===== config.mk =====
export PLATFORM = sky130hd
export DESIGN_NAME = iserdes_word_aligner
export DESIGN_NICKNAME = d
export VERILOG_FILES = /design/src/rtl/iserdes_word_aligner.sv
export SDC_FILE = /design/constraint.sdc
export NUM_CORES = 1
export LEC_CHECK = 0
export ABC_AREA = 1
export BUFFER_PORTS_ARGS = -buffer_cell sky130_fd_sc_hd__buf_2
export CORE_MARGIN = 2
export CORE_UTILIZATION = 50
export CTS_CLUSTER_SIZE = 12
export DETAILED_ROUTE_END_ITERATION = 8
export PLACE_DENSITY = 0.81
export SYNTH_ARGS = -nofsm -noshare
export SYNTH_HDL_FRONTEND = slang
export SYNTH_SLANG_ARGS = --single-unit
export TNS_END_PERCENT = 100

===== constraint.sdc =====
create_clock -name clk -period 1.4 [get_ports clk]
set_input_delay 0.21 -clock clk [delete_from_list [all_inputs] [get_ports clk]]
set_output_delay 0.21 -clock clk [all_outputs]
set_load 0.02 [all_outputs]

===== src/rtl/iserdes_word_aligner.sv =====
// iserdes_word_aligner: per-lane BITSLIP word alignment of ISERDESE2 outputs against PATTERN.
// Optional LOCK_MONITOR_EN: while train is high, persistent mismatches drop lock and realign.
module iserdes_word_aligner #(
   parameter int unsigned       WIDTH       = 8,
   parameter int unsigned       CHANNELS    = 4,
   parameter logic [WIDTH-1:0]  PATTERN     = 8'h3C,
   parameter int unsigned       MATCH_COUNT = 4,
   parameter int unsigned       SETTLE      = 3
) (
   input  logic                      clk,
   input  logic                      rst,
   input  logic                      align_start,
   input  logic                      train,
   input  logic [CHANNELS*WIDTH-1:0] data_in,
   output logic [CHANNELS-1:0]       bitslip,
   output logic [CHANNELS-1:0]       locked,
   output logic [CHANNELS-1:0]       align_err,
   output logic                      align_done,
   output logic [CHANNELS*WIDTH-1:0] data_out,
   output logic                      data_valid
);

   localparam logic [2:0] ST_IDLE   = 3'd0;
   localparam logic [2:0] ST_CHECK  = 3'd1;
   localparam logic [2:0] ST_SLIP   = 3'd2;
   localparam logic [2:0] ST_WAIT   = 3'd3;
   localparam logic [2:0] ST_LOCKED = 3'd4;
   localparam logic [2:0] ST_FAIL   = 3'd5;

   localparam logic [3:0] MATCH_LAST  = 4'(MATCH_COUNT);
   localparam logic [3:0] SETTLE_LAST = 4'(SETTLE - 1);
   localparam logic [2:0] SLIP_LAST   = 3'(WIDTH - 1);
`ifdef LOCK_MONITOR_EN
   localparam logic [3:0] MISS_LAST   = 4'(MATCH_COUNT - 1);
`else
   logic unused_train;
   assign unused_train = train;
`endif

   logic [CHANNELS-1:0] lock_nx;
   logic [CHANNELS-1:0] err_nx;

   for (genvar c = 0; c < CHANNELS; c++) begin : g_ch
      logic [2:0]       state_q, state_d;
      logic [3:0]       match_q, match_d;
      logic [2:0]       slip_cnt_q, slip_cnt_d;
      logic [3:0]       settle_q, settle_d;
      logic             slip_q, slip_d;
      logic             lock_q, lock_d;
      logic             err_q, err_d;
      logic [WIDTH-1:0] word;
      logic             hit;

      assign word = data_in[c*WIDTH +: WIDTH];
      assign hit  = (word == PATTERN);

      always_comb begin
         state_d    = state_q;
         match_d    = match_q;
         slip_cnt_d = slip_cnt_q;
         settle_d   = settle_q;
         slip_d     = 1'b0;
         lock_d     = lock_q;
         err_d      = err_q;
         if (align_start) begin
            // A BITSLIP pulse already in flight ends on its own; slip_d stays low.
            state_d    = ST_CHECK;
            match_d    = '0;
            slip_cnt_d = '0;
            settle_d   = '0;
            lock_d     = 1'b0;
            err_d      = 1'b0;
         end else begin
            case (state_q)
               ST_IDLE: ;
               ST_CHECK: begin
                  if (hit) begin
                     match_d = match_q + 4'd1;
                     if (match_d == MATCH_LAST) begin
                        state_d = ST_LOCKED;
                        lock_d  = 1'b1;
                        match_d = '0;
                     end
                  end else if (slip_cnt_q == SLIP_LAST) begin
                     state_d = ST_FAIL;
                     err_d   = 1'b1;
                     match_d = '0;
                  end else begin
                     state_d = ST_SLIP;
                     slip_d  = 1'b1;
                     match_d = '0;
                  end
               end
               ST_SLIP: begin
                  slip_cnt_d = slip_cnt_q + 3'd1;
                  settle_d   = '0;
                  state_d    = ST_WAIT;
               end
               ST_WAIT: begin
                  if (settle_q == SETTLE_LAST) begin
                     state_d = ST_CHECK;
                     match_d = '0;
                  end else begin
                     settle_d = settle_q + 4'd1;
                  end
               end
               ST_LOCKED: begin
`ifdef LOCK_MONITOR_EN
                  // match_d counts consecutive mismatches while locked.
                  if (train && !hit) begin
                     if (match_q == MISS_LAST) begin
                        state_d    = ST_CHECK;
                        lock_d     = 1'b0;
                        slip_cnt_d = '0;
                        match_d    = '0;
                     end else begin
                        match_d = match_q + 4'd1;
                     end
                  end else begin
                     match_d = '0;
                  end
`endif
               end
               ST_FAIL: ;
               default: state_d = ST_IDLE;
            endcase
         end
      end

      always_ff @(posedge clk) begin
         if (rst) begin
            state_q    <= ST_IDLE;
            match_q    <= '0;
            slip_cnt_q <= '0;
            settle_q   <= '0;
            slip_q     <= 1'b0;
            lock_q     <= 1'b0;
            err_q      <= 1'b0;
         end else begin
            state_q    <= state_d;
            match_q    <= match_d;
            slip_cnt_q <= slip_cnt_d;
            settle_q   <= settle_d;
            slip_q     <= slip_d;
            lock_q     <= lock_d;
            err_q      <= err_d;
         end
      end

      assign bitslip[c]   = slip_q;
      assign locked[c]    = lock_q;
      assign align_err[c] = err_q;
      assign lock_nx[c]   = lock_d;
      assign err_nx[c]    = err_d;
   end

   // Summary flags use next-state values so they switch in the same cycle as locked.
   always_ff @(posedge clk) begin
      if (rst) begin
         align_done <= 1'b0;
         data_valid <= 1'b0;
         data_out   <= '0;
      end else begin
         align_done <= &(lock_nx | err_nx);
         data_valid <= &lock_nx;
         data_out   <= data_in;
      end
   end

endmodule

Yosys cells after proc, flatten, opt, wreduce, memory -nomap -nowiden
Cells that the tools add are included.
{"block": "word_totals", "latchBits": 0, "ramBits": 0, "rom_bits": 0, "mem_count": 0, "register_bits": 102, "wordCells": 239}
{"block": "op_classes", "div": 0, "mul": 0, "bitwise_logic": 9, "n_reduce_logical": 39, "n_lt_le_gt_ge": 0, "n_mux": 84, "eq_ne": 60, "shift": 0, "n_addsub": 12}
{"cell": "$mux 4", "n": 16}
{"cell": "$pmux 4 s2", "n": 8}
{"cell": "$mux 3", "n": 16}
{"cell": "$pmux 3 s4", "n": 4}
{"cell": "$mux 1", "n": 40}
{"cell": "$eq 3x3->1 const B", "n": 12}
{"cell": "$add 4x1->4 const B", "n": 8}
{"cell": "$eq 8x6->1 const B", "n": 4}
{"cell": "$eq 3x2->1 const B", "n": 8}
{"cell": "$ne 3x3->1 const B", "n": 8}
{"cell": "$reduce_and 3->1", "n": 8}
{"cell": "$eq 4x2->1 const B", "n": 4}
{"cell": "$eq 4x3->1 const B", "n": 4}
{"cell": "$ne 2x2->1 const B", "n": 8}
{"cell": "$ne 4x4->1 const B", "n": 4}
{"cell": "$reduce_and 2->1", "n": 8}
{"cell": "$reduce_bool 2->1", "n": 8}
{"cell": "$reduce_or 4->1", "n": 4}
{"cell": "$add 3x1->3 const B", "n": 4}
{"cell": "$eq 3x1->1 const B", "n": 4}
{"cell": "$logic_not 3->1", "n": 4}
{"cell": "$reduce_or 3->1", "n": 4}
{"cell": "$ne 2x1->1 const B", "n": 4}
{"cell": "$not 1->1", "n": 8}
{"cell": "3 further kinds", "n": 4}

Logic depth before layout (Yosys ltp)
{"block": "logic_depth", "word_depth": 8, "depth_mapped": 11}

Least setup slack after synthesis
No wires, ideal clock.
{"block": "synth_timing", "path_type": "register to register", "startpoint": "register g_ch[3].match_q[0]", "endpoint": "register data_valid", "n_path_buf": 0, "synth_period_minus_slack_ns": 1.343, "path_slack_ns": 0.057, "setup_time_ns": 0.115, "stages_incl_launch_ff": 11, "t_required_ns": 1.285, "arrival_time_ns": 1.228, "path_cell_list": "dfxtp_1 -> ha_1 -> inv_1 -> nand2_1 -> nand2_1 -> nor2_1 -> nand2_1 -> inv_1 -> a21oi_1 -> nor2_1 -> and2_1"}
{"block": "synth_between", "elab_chain_cells": 7}
{"element": "from (decl)", "line_no": "45", "text": "logic [3:0] match_q, match_d;"}
{"element": "from (signal assigned)", "line_no": "141", "text": "match_q <= match_d;"}
{"element": "$add 4x1->4", "line_no": "78", "text": "match_d = match_q + 4'd1;"}
{"element": "$eq 4x3->1", "line_no": "79", "text": "if (match_d == MATCH_LAST) begin"}
{"element": "$mux 1", "line_no": "79"}
{"element": "$mux 1", "line_no": "77", "text": "if (hit) begin"}
{"element": "$mux 1", "line_no": "74", "text": "case (state_q)"}
{"element": "$mux 1", "line_no": "65", "text": "if (align_start) begin"}
{"element": "$reduce_and 4->1", "line_no": "165", "text": "data_valid <= &lock_nx;"}
{"element": "to (signal assigned)", "line_no": "165"}
{"element": "to (decl)", "line_no": "20", "text": "output logic data_valid"}
Every way passes these cells.
A chain may end at the register's enable or synchronous reset.

Worst setup path in the final report
{"block": "layout_timing", "startpoint": "register g_ch[1].match_q[1]", "endpoint": "register g_ch[1].match_q[2]"}
{"block": "layout_between", "elab_chain_cells": 5}
{"element": "from (decl)", "line_no": "45"}
{"element": "from (signal assigned)", "line_no": "141"}
{"element": "$add 4x1->4 (*)", "line_no": "78"}
{"element": "$eq 4x3->1", "line_no": "79"}
{"element": "$mux 4 (*)", "line_no": "79"}
{"element": "$mux 4 (*)", "line_no": "77"}
{"element": "$pmux 4 s2 (*)", "line_no": "74"}
Mark *: on every way between the ends. The rest lies on a longest branch, timed or not.

==> flow_summary_export.csv <==
group,metric,value,unit
run_status,status,"completed",
routing,vias_per_cell,5.06,
pwr,peakVddDrop,0.000666,V
placement,port_buffers,80,
routing,wire_per_inst,12.6,microns
critical_path,end_kind,"flop",
grt,antenna_found_initial,0,
placement,gp_congestion,0.825,
cts,cts_buffers,9,
timing,final-hold-violation-count,0,
synthesis,synth-warning-count,0,
grt,grt_max_degree,38,
routing,met1_length,4.53,mm
critical_path,critPathRequiredTime,1660,ps
cts,cts_max_level,3,
placement,dpl_cell_area,5300,sq um
grt,grt_util_all_layers,0.202,
critical_path,crit_fanout,3,
synthesis,synthCells,636,
finish,final_util,0.644,
critical_path,crit_type,"flop to flop",
synthesis,synth_edf_count,0,
finish,nets,806,
synthesis,avgSynthCellArea,7.37,sq um
cts,cts_hold_buf,0,
critical_path,arrival,1650,ps
critical_path,critPathLaunchType,"flop",
grt,grt_pass1_vias,4016,
grt,gr-total-overflow,0,
die,pin_count,82,
timing,slew-limit-headroom,0.730,
cts,clk_pin_slew,100,ps
cts,insertion_delay,370,ps
finish,syn_to_final_growth,25.7,%
die,num_rows,35,
cts,cts_sinks,102,
placement,placedCellCount,831,
synthesis,syn-num-nets,696,
timing,max_freq,0.716,GHz
die,initial_utilization,0.512,
pwr,power.density,924,nW/um^2
timing,timing.final.crit_share,0.997,
finish,final_area,5900,sq um
timing,finalSetupViolCount,0,
timing,min_period,1400,ps
routing,wirelength,10.8,mm
grt,grt_pass1_wl,16.7,mm
finish,antenna_cells,0,
placement,dpl.hpwl,7.52,mm
routing,drtIter0Drc,195,
cts,root_buffer,"clkbuf_8",
cts,cts_buffer_depth,2,
timing,rsz0062_at_grt,"true",
flow_run,drv_cap,0,
die,coreArea,9150,sq um
timing,setup_tns,0,ps
synthesis,synthFlopType,"dfxtp_1",
pwr,p_leak,2.72,nW
finish,layout_commonest_cell,"nand2_1",
routing,highest_layer,"met4",
synthesis,synth_seq_cells,102,
synthesis,synth-seq-area-share,0.435,
timing,skew,12.7,ps
routing,via_count,4356,
routing,wl_met2,5.70,mm
die,die-area,10200,sq um
routing,drc,0,
timing,slew_violations,0,
worst_hold_path,hp-class,"input port to flop",
finish,mostFrequentLayoutCells,"99 x nand2_1, 96 x nor2_1, 82 x dfxtp_1, 81 x inv_1, 80 x buf_2",
synthesis,yosysUniqueCellTypes,34,
synthesis,synth-async-reset-ratio,0,
finish,fin_cells,861,
routing,drtAntennaViolNets,0,
die,dieHeight,101,microns
synthesis,syn_area,4690,sq um
die,die_w,101,microns
routing,drtPass1Iterations,5,
cts,cts_tree,"done",
finish,drive_gt1_frac,0.336,
timing,worst_slew_pin_slew,405,ps
routing,wl_met3,479,microns
-- critical path, stage by stage, from the launching register on --
cell and delay [ps]:
dfxtp_2 360, ha_4 140, inv_1 40, nand2_1 70, nand2_1 80, nor2_2 160
nand2_2 100, buf_4 150, nand4_1 100, a21oi_1 90
-- what timing repair did --
| action | CTS | global route |
|---|---|---|
| resized for setup | 8 | 86 |
| setup endpoints to repair | 9 | 37 |
| pin swaps | 0 | 40 |
| hold endpoints to repair | 0 | 0 |
| buffers inserted | 0 | 15 |
-- synthesized netlist by cell type (3+ instances only) --
master | n | share of area
inv_2 | 10 | 0.0080
nor2_1 | 105 | 0.084
nand2_1 | 115 | 0.092
nor2_2 | 4 | 0.0053
ha_1 | 24 | 0.064
nor2_4 | 5 | 0.012
clkbuf_1 | 6 | 0.0048
inv_1 | 87 | 0.070
nand2_2 | 9 | 0.012
nand4_1 | 10 | 0.013
nand3_1 | 40 | 0.043
nand3_2 | 3 | 0.0064
a21oi_1 | 48 | 0.051
buf_4 | 12 | 0.019
dfxtp_1 | 102 | 0.44
nor3_1 | 12 | 0.013
o21ai_0 | 18 | 0.019
nand2_4 | 3 | 0.0072
nor3_2 | 3 | 0.0064
-- per-layer routing --
layer  up-vias  global-route usage
met5         -                   0
met4         0              0.0759
met3        13              0.0472
met2        93               0.365
met1      2045               0.229
li1       2205                   -
-- power by group --
group,switching [mW],internal (mW)
sequential,0.0411,2.98
clock,1.00,0.821
combinational,0.392,0.216
total,1.43,4.02
-- final timing paths --
check	cells after the start	to	slack (ps)	start
setup / recovery	9	g_ch[1].match_q[2]	4	g_ch[1].match_q[1]
hold / removal	3	data_out[20]	40	data_in[20]
setup reg to reg	9	g_ch[1].match_q[2]	4	g_ch[1].match_q[1]
hold reg to reg	1	g_ch[2].slip_cnt_q[0]	440	g_ch[2].slip_cnt_q[0]
-- flip-flops by register name (all words and copies together) (netlist names) --
signal / cells
g_ch.err_q: 4
g_ch.state_q: 12
align_done: 1
g_ch.settle_q: 16
g_ch.slip_q: 4
g_ch.lock_q: 4
g_ch.slip_cnt_q: 12
data_out: 32
data_valid: 1
g_ch.match_q: 16
-- cell type report --
type | count | area [sq um]
Tap cell | 111 | 139
Clock buffer | 10 | 128
Inverter | 98 | 373
Clock inverter | 5 | 58.8
Sequential cell | 102 | 2070
Timing Repair Buffer | 121 | 732
Multi-Input combinational cell | 414 | 2390
Fill cell | 747 | 3260
-- kinds of logic after synthesis --
logic type      share of synthesized area
compound gates                     0.0859
xor+xnor                          0.00560
fa+ha+maj                          0.0640
buf+inv                             0.108
flops                               0.435
simple gates                        0.301
-- stage by stage --
stage / setup WS (ps) / hold slack (ps) / power (mW)
detailed placement: -56.5 / 431 / 3.64
global placement: -21.2 / 424 / 3.62
finish: 4.16 / 43.5 / 5.45
global route: -80.0 / 44.3 / 5.68
floorplan: 56.8 / 317 / 3.45
CTS: 1.74 / 32.8 / 5.43
Power figures use the tool's default switching activity.
